<file path="src/rtl/wb_regfile_pkg.sv">
// wb_regfile_pkg: shared result-select codes and register file geometry
package wb_regfile_pkg;
  localparam int XLEN = 32;
  localparam int NREG = 32;
  localparam int REG_AW = 5;
  localparam logic [1:0] RES_ALU = 2'b00;
  localparam logic [1:0] RES_MEM = 2'b01;
  localparam logic [1:0] RES_PC4 = 2'b10;
  localparam logic [1:0] RES_IMM = 2'b11;
endpackage

</file>
<file path="src/rtl/wb_result_mux.sv">
// wb_result_mux: 4:1 writeback result select
module wb_result_mux
  import wb_regfile_pkg::*;
#(
  parameter int XLEN = wb_regfile_pkg::XLEN
) (
  input  logic [1:0]      i_src,
  input  logic [XLEN-1:0] i_alu,
  input  logic [XLEN-1:0] i_mem,
  input  logic [XLEN-1:0] i_pc4,
  input  logic [XLEN-1:0] i_imm,
  output logic [XLEN-1:0] o_result
);
  always_comb
    o_result = i_src == RES_ALU ? i_alu :
               i_src == RES_MEM ? i_mem :
               i_src == RES_PC4 ? i_pc4 : i_imm;
endmodule

</file>
<file path="src/rtl/wb_regfile.sv">
// wb_regfile: writeback result select, register file with write-through bypass,
// and a retired-instruction counter
module wb_regfile
  import wb_regfile_pkg::*;
#(
  parameter int XLEN  = wb_regfile_pkg::XLEN,
  parameter int NREG  = wb_regfile_pkg::NREG,
  parameter int CNT_W = 32
) (
  input  logic              clk,
  input  logic              rst,
  input  logic              validW,
  input  logic              regWriteW,
  input  logic [1:0]        resultSrcW,
  input  logic [REG_AW-1:0] RdW,
  input  logic [XLEN-1:0]   ALUResultW,
  input  logic [XLEN-1:0]   RDW,
  input  logic [XLEN-1:0]   PCPlus4W,
  input  logic [XLEN-1:0]   extImmW,
  input  logic [REG_AW-1:0] A1D,
  input  logic [REG_AW-1:0] A2D,
  output logic [XLEN-1:0]   RD1D,
  output logic [XLEN-1:0]   RD2D,
  output logic [XLEN-1:0]   resultW,
  output logic [CNT_W-1:0]  retiredW
);
  logic [XLEN-1:0]  r_regs [1:NREG-1];
  logic [CNT_W-1:0] r_retired;
  logic             w_commit;
  logic             w_we;

  wb_result_mux #(.XLEN(XLEN)) u_mux (
    .i_src    (resultSrcW),
    .i_alu    (ALUResultW),
    .i_mem    (RDW),
    .i_pc4    (PCPlus4W),
    .i_imm    (extImmW),
    .o_result (resultW)
  );

  // A live write that is out of reset; flushed bubbles never write or bypass
  assign w_commit = regWriteW && validW && rst;
  assign w_we     = w_commit && RdW != '0;

  always_ff @(posedge clk)
    if (!rst) begin
      for (int i = 1; i < NREG; i++) r_regs[i] <= '0;
      r_retired <= '0;
    end else begin
      if (w_we) r_regs[RdW] <= resultW;
      if (validW) r_retired <= r_retired + CNT_W'(1);
    end

  always_comb begin
    RD1D = A1D == '0 ? '0 : (w_commit && RdW == A1D) ? resultW : r_regs[A1D];
    RD2D = A2D == '0 ? '0 : (w_commit && RdW == A2D) ? resultW : r_regs[A2D];
  end

  assign retiredW = r_retired;
endmodule

</file>
<file path="config.mk">
export PLATFORM = sky130hd
export DESIGN_NAME = wb_regfile
export DESIGN_NICKNAME = d
export VERILOG_FILES = /design/src/rtl/wb_regfile_pkg.sv /design/src/rtl/wb_result_mux.sv /design/src/rtl/wb_regfile.sv
export SDC_FILE = /design/constraint.sdc
export NUM_CORES = 2
export LEC_CHECK = 0
export BUFFER_PORTS_ARGS = -buffer_cell sky130_fd_sc_hd__buf_2
export CORE_MARGIN = 3
export CORE_UTILIZATION = 50
export DETAILED_ROUTE_END_ITERATION = 10
export PLACE_DENSITY = 0.64
export SYNTH_ARGS = -nofsm -noshare
export SYNTH_HDL_FRONTEND = slang
export SYNTH_SLANG_ARGS = --single-unit
</file>
<file path="constraint.sdc">
create_clock -name clk -period 3 [get_ports clk]
set_input_delay 0.15 -clock clk [delete_from_list [all_inputs] [get_ports clk]]
set_output_delay 0.15 -clock clk [all_outputs]
set_load 0.02 [all_outputs]
</file>
# Yosys cells after proc, flatten, opt, wreduce, memory -nomap -nowiden
# Memory sizes are Yosys's and may differ from the RTL's.
# Index checks and enable logic that the tools add are counted.
# W data, S select, Z words.
[totals]
register_bits = 32
latch_bits = 0
ram_bits = 992
rom_bits = 0
input_bits = 149
out_inout_bits = 128
memories = 1
[classes]
add_sub_neg = 1
n_mul = 0
div_mod_pow = 0
order_cmp = 0
n_eq_ne = 4
shifts = 0
muxes = 14
n_bitwise = 0
n_reduce_logical = 10
[memory_table]
columns = ["memory", "depth", "word_bits", "read_ports", "rd_clocked_by_memory_dff", "wr", "line", "source"]
rows = [
  ["r_regs", 31, 32, 2, 0, 31, "wb_regfile.sv:27", "logic [XLEN-1:0] r_regs [1:NREG-1];"],
]
[op_table]
columns = ["op", "n"]
rows = [
  ["$mux W32", 8],
  ["$add A32 B1 Y32 const B", 1],
  ["$reduce_or A32 Y1", 1],
  ["$eq A5 B5 Y1", 2],
  ["$logic_not A5 Y1", 2],
  ["$logic_and A1 B1 Y1", 5],
  ["$mux W1", 5],
  ["$mux W5", 1],
  ["$reduce_bool A5 Y1", 1],
  ["$eq A2 B1 Y1 const B", 1],
  ["$eq A2 B2 Y1 const B", 1],
  ["$logic_not A2 Y1", 1],
]

# Longest topological paths before layout
[logic_depth]
depth_word = 8
ltp_mapped = 10

# Hierarchy
# A second synthesis with hierarchy kept.
[unflattened]
hier_cells = 4140
hier_area_um2 = 58591.2
[by_module_without_submodules]
columns = ["module", "instances", "cells_each", "area_each_um2", "seq_area_each_um2"]
rows = [
  ["wb_regfile", 1, 4101, 57776.7, 31390.1],
  ["wb_result_mux", 1, 39, 814.5, 0.0],
]

# Worst setup path after synthesis
# No wires, ideal clock.
[synth_timing]
path_kind = "in2reg"
startpoint = "input RdW[2]"
endpoint = "memory r_regs[16][0] (enable)"
setup_time_ps = 389
t_arrival_ps = 2077
required_ps = 2611
setup_slack_ps = 533
stages = 6
n_path_buf = 2
path_cell_list = "clkbuf_1 nor3_1 nor4_2 nand2_1 clkbuf_1 nand2_1"
[synth_rtl]
columns = ["item", "line", "source"]
rows = [
  ["start, declared", "wb_regfile.sv:15", "input logic [REG_AW-1:0] RdW,"],
  ["end, declared", "wb_regfile.sv:27", ""],
]

==> impl_metrics.toml <==
[placement]
numPortBuffers = 276
gp_congestion = 0.936
post-dp-hpwl_microns = 127000

[die]
num_rows = 121
die_y_microns = 340
floorplan.initialDensity = 0.508
fp.dieW_microns = 340
io_pins = 277
core_sq_um = 110000
die-area_sq_um = 116000

[synth]
synth_area_leaders = "edfxtp_1 55%, mux4_2 15%, nor2_1 7.1%"
ys_ff_latch = 1056
ys_seq_area_frac = 0.562
yosysTopAreaCell = "edfxtp_1"
synth.avg_cell_area_sq_um = 13.2
yosysTopAreaCellShare = 0.551
synth_top_flop_cell = "edfxtp_1"
ys_types = 65
syn-cell-area_sq_um = 55800
synth-async-reset-ratio = 0
yosysWarnings = 0
synthCells = 4223
synth_edf_count = 1024

[clocking]
htreeDepth = 3
cts.path.max_buffers = 3
clk_pin_slew_ns = 0.06
cts_buffers = 109
clk_latency_ns = 0.70
clock-sinks = 1056
cts-root-buf = "clkbuf_16"
cts_tree = "built"

[worst_setup_path]
timing.rr.end = "retiredW[25]$_SDFFE_PN0P_"
crit_start = "r_regs[6][7]$_SDFFCE_PN0P_"
crit_chain = "mux4_2 -> mux2_2 -> o211ai_1 -> o221ai_2 -> buf_4"
ff2ff_setup_slack_ns = 0.84
critPathMaxFanout = 2
startpoint_type = "register"
cpLargestDelayFamily = "compound AO/OA/AOI/OAI gates"
crit_slowest_cell = "o211ai_1"
path_buf_inv = 1
path_class = "reg -> out"
r2r-start = "retiredW[11]$_SDFFE_PN0P_"
crit_end = "RD2D[7]"
cp-end-kind = "output port"
slowest_delay_ns = 0.58
r2r_cells = 5
cp.depth = 5
required_ns = 2.85
critPathArrivalTime_ns = 3.00

[pwr]
p_leak_nw = 24.2
worst_ir_drop_vdd_mv = 0.481
power_density_nw_per_um2 = 566
total_power_mw = 36.5

[timing]
final.setup.tns_ns = -0.167
finClkSkew_ns = 0.0156
setup_viol = 3
slew-limit-headroom = -0.0170
rsz0062_at_grt = "yes"
period_share = 1.05
min_period_ns = 3.15
fmax_mhz = 318
slew_violations = 8
layout_setup_ws_ns = -0.147
worst_pin_slew_ns = 1.52
hold_viol = 0

[routing]
wl_per_cell_microns = 33.0
drt_iter0_drc = 6043
firstDrtPassIters = 8
num_vias = 41300
routed_wl_microns = 202000
drc = 0
routed_via_density = 6.75
antenna_left = 0

[grt]
first_global_vias = 40200
grt_max_degree = 66
grt_use_total = 0.343
grt_pass1_wl_microns = 285000
grt.overflow.total = 0
antenna_found_initial = 6

[hold_path]
hold_class = "in -> reg"

[run_status]
outcome = "finished, violations left"
violations = "capacitance limit, slew limit, setup timing"

[cells_and_area]
fin_util = 0.588
syn2layout_area_growth_pct = 15.7
nFillCells = 8729
drive_gt1_frac = 0.284
nets = 4691

[run]
drv_cap = 1
[metrics by stage]
step	setup slack [ns]	instances	area (sq um)	hold WS, ns
floorplan	0.533	4254	55900	0.303
global placement	-0.102	5902	60900	0.478
detailed placement	-0.104	5902	60900	0.513
CTS	-0.135	6103	64400	0.000595
global route	-0.0638	6106	64500	0.0444
finish	-0.147	6111	64600	0.0382
[layout by cell type, fill, tap and decap left out, types with 21 or more instances in the layout]
| master | netlist | layout |
|---|---|---|
| clkbuf_16 | 0 | 109 |
| buf_2 | 66 | 264 |
| nand3_1 | 22 | 22 |
| a21oi_1 | 40 | 40 |
| clkbuf_1 | 306 | 29 |
| a22oi_1 | 29 | 29 |
| o211ai_1 | 23 | 23 |
| buf_4 | 26 | 274 |
| a221o_1 | 31 | 31 |
| o21ai_2 | 0 | 22 |
| mux2i_1 | 357 | 355 |
| edfxtp_1 | 1024 | 1024 |
| mux4_2 | 382 | 382 |
| nand2_1 | 160 | 113 |
| a211o_1 | 21 | 21 |
| and2_1 | 24 | 23 |
| o221ai_1 | 32 | 25 |
| conb_1 | 1 | 32 |
| o21ai_0 | 42 | 38 |
| o22ai_1 | 22 | 22 |
| dfxtp_1 | 32 | 32 |
| clkinv_1 | 1 | 25 |
| inv_1 | 45 | 44 |
| xnor2_1 | 27 | 27 |
| o21bai_1 | 22 | 22 |
| buf_12 | 4 | 67 |
| a211oi_1 | 32 | 30 |
| mux2_2 | 57 | 56 |
| nor2_1 | 1063 | 1060 |
| a221oi_1 | 107 | 106 |
| nand2_2 | 0 | 47 |
[tightest hold or removal path: stages]
cell     delay (ns)
buf_2          0.08
mux2i_1        0.05
nand2_1        0.08
o21ai_2        0.12
inv_1          0.13
[layer usage]
layer	GRT usage	part of all wire	vias to the layer above	wire length [microns]
li1	-	-	16700	-
met5	0	0.00013	-	27
met1	0.442	0.35	20700	69900
met3	0.0962	0.13	631	27200
met2	0.529	0.46	3212	92000
met4	0.185	0.062	4	12400
[cell families (layout without fill, tap and decap cells)]
family                     after synthesis  count (layout)  synth area share
other                                    1              37         0.0000672
adders and majority gates                1               1          0.000224
xor gates and xnor gates                33              33           0.00518
muxes                                  797             797             0.230
buffers and inverters                  483             859            0.0392
and+or+nand+nor                       1381            1381             0.100
DFF                                   1056            1056             0.562
AOI/OAI and AO/OA                      471             471            0.0629
[Yosys cell counts, types with 35 or more instances]
| master | instances |
|---|---|
| nor2_1 | 1063 |
| edfxtp_1 | 1024 |
| mux4_2 | 382 |
| mux2i_1 | 357 |
| clkbuf_1 | 306 |
| nand2_1 | 160 |
| a221oi_1 | 107 |
| buf_2 | 66 |
| mux2_2 | 57 |
| inv_1 | 45 |
| o21ai_0 | 42 |
| a21oi_1 | 40 |
| o21ai_1 | 35 |
[layout make-up]
cell class,instances,area (sq um),share of cell area
Sequential cell,1056,31400,0.486
Multi-Input combinational cell,2715,22900,0.354
Timing Repair Buffer,613,4820,0.0747
Clock buffer,142,2890,0.0448
Tap cell,1476,1850,0.0286
Clock inverter,58,553,0.00857
Inverter,46,173,0.00267
Antenna cell,5,12.5,0.000194
[worst min-delay path by stage]
stage                                   start                         to  slack, ns  cells after the start
floorplan                                 rst  retiredW[29]$_SDFFE_PN0P_       0.30                      2
global placement    retiredW[26]$_SDFFE_PN0P_  retiredW[26]$_SDFFE_PN0P_       0.48                      2
detailed placement  retiredW[30]$_SDFFE_PN0P_  retiredW[30]$_SDFFE_PN0P_       0.51                      2
CTS                               PCPlus4W[8]     r_regs[0][8]$_DFFE_PP_     0.0006                      5
global route                          RDW[10]    r_regs[0][10]$_DFFE_PP_       0.04                      4
finish                            PCPlus4W[8]     r_regs[0][8]$_DFFE_PP_       0.04                      5
[power breakdown]
part	internal [mW]	leakage, nW	switching (mW)
logic	2.21	12.5	3.48
clock network	7.69	1.68	5.78
registers	16.9	10.0	0.413
[flip-flops by register name, summed over array words and instances (netlist names)]
name and flops:
retiredW 32, r_regs 1024
[what timing repair did]
action	CTS	global route
resized for setup	9	16
endpoints found under the hold margin	4	0
hold buffers	1	0
pin swaps	3	3
endpoints found under the setup margin	8	12
buffers inserted	0	3
Power figures use the tool's default switching activity.
